### src/rtl/hex_seg_scan.sv
// hex_seg_scan: time-multiplexed hexadecimal seven-segment display driver.
// A packed nibble word arrives over valid/ready and waits in a one-word
// pending buffer. It moves into the display register only at a frame
// boundary, so a shown value never tears. Each digit slot opens with a
// blanking gap for de-ghosting and then lights one digit.
// Optional feature: define LEADING_ZERO_BLANK_EN to blank leading zero digits.
module hex_seg_scan #(
    parameter int DIGITS       = 2,
    parameter int SCAN_DIV     = 1024,
    parameter int BLANK_CYCLES = 8
) (
    input  logic                  clk,
    input  logic                  rst,
    input  logic                  in_valid,
    output logic                  in_ready,
    input  logic [4*DIGITS-1:0]   in_data,
    output logic [7:0]            seg,
    output logic [DIGITS-1:0]     an
);

    localparam int DIV_W = $clog2(SCAN_DIV);
    localparam int IDX_W = (DIGITS > 1) ? $clog2(DIGITS) : 1;
    localparam int DW    = 4 * DIGITS;

    // Segment pattern a..g with dp = 0, active-high.
    function automatic logic [7:0] hex_encode(input logic [3:0] nib);
        logic [7:0] pat;
        case (nib)
            4'h0: pat = 8'b11111100;
            4'h1: pat = 8'b01100000;
            4'h2: pat = 8'b11011010;
            4'h3: pat = 8'b11110010;
            4'h4: pat = 8'b01100110;
            4'h5: pat = 8'b10110110;
            4'h6: pat = 8'b10111110;
            4'h7: pat = 8'b11100000;
            4'h8: pat = 8'b11111110;
            4'h9: pat = 8'b11110110;
            4'hA: pat = 8'b11101110;
            4'hB: pat = 8'b00111110;
            4'hC: pat = 8'b10011100;
            4'hD: pat = 8'b01111010;
            4'hE: pat = 8'b10011110;
            default: pat = 8'b10001110;
        endcase
        return pat;
    endfunction

    logic [DIV_W-1:0]  div;
    logic [IDX_W-1:0]  idx;
    logic [DW-1:0]     disp;
    logic [DW-1:0]     pend;
    logic              pend_full;
    logic              slot_end;
    logic              frame_end;
    logic              accept;
    logic              lit;
    logic [3:0]        cur_nib;
    logic [DIGITS-1:0] lz_blank;

    assign slot_end  = (div == DIV_W'(SCAN_DIV - 1));
    assign frame_end = slot_end && (idx == IDX_W'(DIGITS - 1));
    assign in_ready  = !pend_full;
    assign accept    = in_valid && !pend_full;
    assign lit       = (div >= DIV_W'(BLANK_CYCLES));
    assign cur_nib   = disp[{idx, 2'b00} +: 4];

`ifdef LEADING_ZERO_BLANK_EN
    logic zero_run;

    // A digit above 0 is blanked when it and every more-significant nibble are zero.
    always_comb begin
        lz_blank = '0;
        zero_run = 1'b1;
        for (int k = DIGITS - 1; k >= 1; k--) begin
            zero_run    = zero_run && (disp[4*k +: 4] == 4'h0);
            lz_blank[k] = zero_run;
        end
    end
`else
    assign lz_blank = '0;
`endif

    // Slot divider and digit index; idx advances at each slot end and wraps per frame.
    always_ff @(posedge clk) begin
        if (rst) begin
            div <= '0;
            idx <= '0;
        end else if (slot_end) begin
            div <= '0;
            idx <= (idx == IDX_W'(DIGITS - 1)) ? '0 : idx + IDX_W'(1);
        end else begin
            div <= div + DIV_W'(1);
        end
    end

    // Pending-buffer flag and display register; commit only at frame end, no bypass.
    always_ff @(posedge clk) begin
        if (rst) begin
            pend_full <= 1'b0;
            disp      <= '0;
        end else begin
            if (frame_end && pend_full) begin
                disp      <= pend;
                pend_full <= 1'b0;
            end
            if (accept) begin
                pend_full <= 1'b1;
            end
        end
    end

    // Pending word capture on an accepted transfer.
    always_ff @(posedge clk) begin
        if (accept) begin
            pend <= in_data;
        end
    end

    // Registered digit enable and segments, one cycle behind the counters.
    always_ff @(posedge clk) begin
        if (rst) begin
            an  <= '0;
            seg <= '0;
        end else if (lit && !lz_blank[idx]) begin
            an  <= DIGITS'(1) << idx;
            seg <= hex_encode(cur_nib);
        end else begin
            an  <= '0;
            seg <= '0;
        end
    end

endmodule
### config.mk
export PLATFORM = sky130hd
export DESIGN_NAME = hex_seg_scan
export DESIGN_NICKNAME = d
export VERILOG_FILES = /design/src/rtl/hex_seg_scan.sv
export SDC_FILE = /design/constraint.sdc
export NUM_CORES = 1
export LEC_CHECK = 0
export CORE_UTILIZATION = 30
export CTS_BUF_LIST = sky130_fd_sc_hd__clkbuf_2
export CTS_CLUSTER_DIAMETER = 120
export DETAILED_ROUTE_END_ITERATION = 7
export PLACE_DENSITY = 0.49
export SYNTH_ARGS = -nofsm -noshare
export SYNTH_HDL_FRONTEND = slang
export SYNTH_SLANG_ARGS = --single-unit
### constraint.sdc
create_clock -name clk -period 2.1 [get_ports clk]
set_input_delay 0.21 -clock clk [delete_from_list [all_inputs] [get_ports clk]]
set_output_delay 0.21 -clock clk [all_outputs]
set_load 0.03 [all_outputs]
==> flow_summary_export.csv, run 1 <==
group,metric,value,unit
cts,post_cts_resized,0,
timing,setup_tns,0,ns
critical_path,end_kind,"flip-flop",
final_layout,nets,211,
cts,clock_path_buffers,2,
timing,finalSetupViolCount,0,
detailed_routing,first_pass_iters,4,
timing,finalHoldViolations,0,
detailed_routing,avgRoutedWirePerCell,12.37,um
timing,rsz0062_at_grt,"false",
detailed_routing,routed_wirelength,3241,um
worst_hold_path,hp-class,"in2reg",
detailed_routing,antenna_left,0,
run,maxCapViolations,0,
timing,holdWs,0.3510,ns
final_layout,antenna_cells,0,
die,row_count,26,
die,die_w,77.07,um
global_routing,antenna_found_initial,0,
synth,synth-seq-area-share,48.56,%
detailed_routing,num_vias,1315,
critical_path,critPathMaxFanout,7,
synth,synthCells,167,
timing,timing.fmax,0.5557,GHz
timing,post-route-min-period,1.799,ns
placed_design,gp_congestion,0.7828,
critical_path,start_kind,"flip-flop",
cts,clk_pin_slew,0.21,ns
synth,syn_nets,187,
placed_design,dp_hpwl,2347,um
synth,ys.flop_type,"dfxtp_1",
synth,synth-edff-count,8,
cts,postCtsSetupRepairBufs,0,
status,status,"finished clean",
final_layout,fill_cells,551,
die,core,5270,um2
final_layout,multi_input_area,793.3,um2
global_routing,grt_pass1_vias,1241,
die,initial_utilization,32.08,%
cts,clock_latency,0.39,ns
cts,cts.hold.buffers_added,0,
timing,skew,0.007084,ns
synth,yosysUniqueCellTypes,37,
synth,netlist_area,1690,um2
timing,maxSlewViolCount,0,
power,powerDensity,669.6,nW/um2
global_routing,gr-total-overflow,0,
final_layout,layout-drive-gt1-share,10.42,%
synth,synth_area_leaders,"dfxtp_1 34%, edfxtp_1 14%, ha_1 6.7%, o31ai_1 4.9%, a21oi_1 4.4%",
power,vdd_drop_max,368.1,uV
final_layout,utilization,39.43,%
placed_design,dp_worst_setup_slack,0.3295,ns
detailed_routing,post-route-drc-count,0,
synth,ys_seq_elements,37,
global_routing,grtUsageTotal,11.90,%
placed_design,numPortBuffers,20,
cts,cts_num_sinks,37,
synth,synth_common_cells,"29 x dfxtp_1, 15 x a21oi_1, 11 x nand4_1, 11 x o31ai_1, 10 x nor2_1",
synth,synth_top_area_share,34.34,%
detailed_routing,vias_per_cell,5.019,
critical_path,crit_required,2.44,ns
final_layout,area_delta_synth_final,22.95,%
die,die_h,77.07,um
timing,tightest_slew,0.5265,ns
synth,synth_warnings,0,
die,die_area,5939,um2
power,power.leakage,0.7541,nW
detailed_routing,first_iter_violations,75,
synth,async_reset_ff_share,0,%
synth,yosys.cell_count.top_type,"dfxtp_1",
critical_path,crit_type,"reg2reg",
cts,cts_buffers,5,
synth,syn_avg_cell_area,10.12,um2
global_routing,grt_max_degree,14,
timing,min_period_over_period,85.69,%
critical_path,cp.arrival,2.14,ns
cts,tritoncts,"built",
die,pin_count,22,
synth,synth_area_leader_cell,"dfxtp_1",
global_routing,grt_first_pass_wirelength,5561,um
final_layout,regArea,820.8,um2
timing,fin_ws,0.3006,ns
timing,slew_headroom,63.90,%
cts,cts-root-buf,"clkbuf_2",
cts,htree_levels,2,
[per-layer routing]
metal / share of wire [%] / vias up / wire length, um / GRT usage [%]
met1: 47 / 607 / 1527 / 13.76
met5: 0 / - / 0 / 0
met2: 46 / 34 / 1505 / 19.73
met4: 1.0 / 0 / 34 / 4.717
met3: 5.3 / 4 / 173 / 4.524
li1: - / 670 / - / -
[path summary, 6_finish.rpt]
kind | start | endpoint | slack, ns | depth (start not counted)
worst min-delay path | in_data[5] | pend[5] | 0.35 | 1
worst max-delay path | idx | seg[4] | 0.30 | 6
worst min register to register | disp[5] | disp[5] | 0.48 | 2
worst max register to register | idx | seg[4] | 0.30 | 6
[layout make-up]
cell class | instances | area share, %
tap | 70 | 4.214
timing repair buffer | 27 | 12.16
sequential | 37 | 39.49
clock buffer | 5 | 1.204
multi-input combinational | 112 | 38.17
clock inverter | 3 | 3.311
inverter | 8 | 1.445
[critical path: stages, from the launching register on]
cell and delay [ns]:
dfxtp_1 0.49, mux2_2 0.42, inv_1 0.12, ha_1 0.13, inv_1 0.05, mux4_2 0.45, nor2_1 0.09
[placed cells by master (no fill, tap or decap), types with 3 or more instances in the layout]
cell / netlist / routed
a21oi_1: 15 / 15
buf_4: 1 / 7
clkbuf_2: 0 / 5
clkdlybuf4s50_1: 0 / 20
dfxtp_1: 29 / 29
edfxtp_1: 8 / 8
ha_1: 9 / 9
inv_1: 8 / 8
mux2i_1: 6 / 6
nand2_1: 5 / 5
nand3_1: 4 / 4
nand4_1: 11 / 11
nor2_1: 10 / 10
nor2b_1: 3 / 3
nor3_1: 4 / 4
o21ai_0: 3 / 3
o31ai_1: 11 / 11
or3_1: 4 / 4
or4_1: 3 / 3
xnor2_1: 3 / 3
[per-stage QoR]
step,power [mW],instances,area [um2]
final,1.392,262,2078
after global routing,1.462,262,2078
after CTS,1.411,262,2078
after detailed placement,0.8276,254,1984
after global placement,0.8254,254,1984
after floorplan,0.7948,167,1690
[power by group]
part	internal (mW)	leakage [nW]	switching (mW)
Sequential	0.744	0.311	0.0101
Combinational	0.0300	0.390	0.0278
Clock	0.325	0.0536	0.254
[kinds of logic after synthesis]
logic type | share of synthesized area [%]
adders and majority gates | 6.662
DFF | 48.56
xor gates and xnor gates | 2.591
AOI/OAI and AO/OA | 14.95
and+or+nand+nor | 16.29
other | 0.2218
muxes | 6.218
buffers and inverters | 4.515
[registers in the layout, summed over array words and instances, names as in the netlist]
register,flops
an,2
disp,8
div,10
idx,1
pend,8
pend_full,1
seg,7
Note: power is estimated with default switching activity, not from simulation.
==> inputs of run 2 (changes only) <==
--- a/config.mk
+++ b/config.mk
@@ -9,6 +9,7 @@
 export CTS_BUF_LIST = sky130_fd_sc_hd__clkbuf_2
 export CTS_CLUSTER_DIAMETER = 120
 export DETAILED_ROUTE_END_ITERATION = 7
+export GPL_ROUTABILITY_DRIVEN = 0
 export PLACE_DENSITY = 0.49
 export SYNTH_ARGS = -nofsm -noshare
 export SYNTH_HDL_FRONTEND = slang
==> results of run 2 <==
Same layout as run 1: the final DEF is identical, and so are final timing and power.
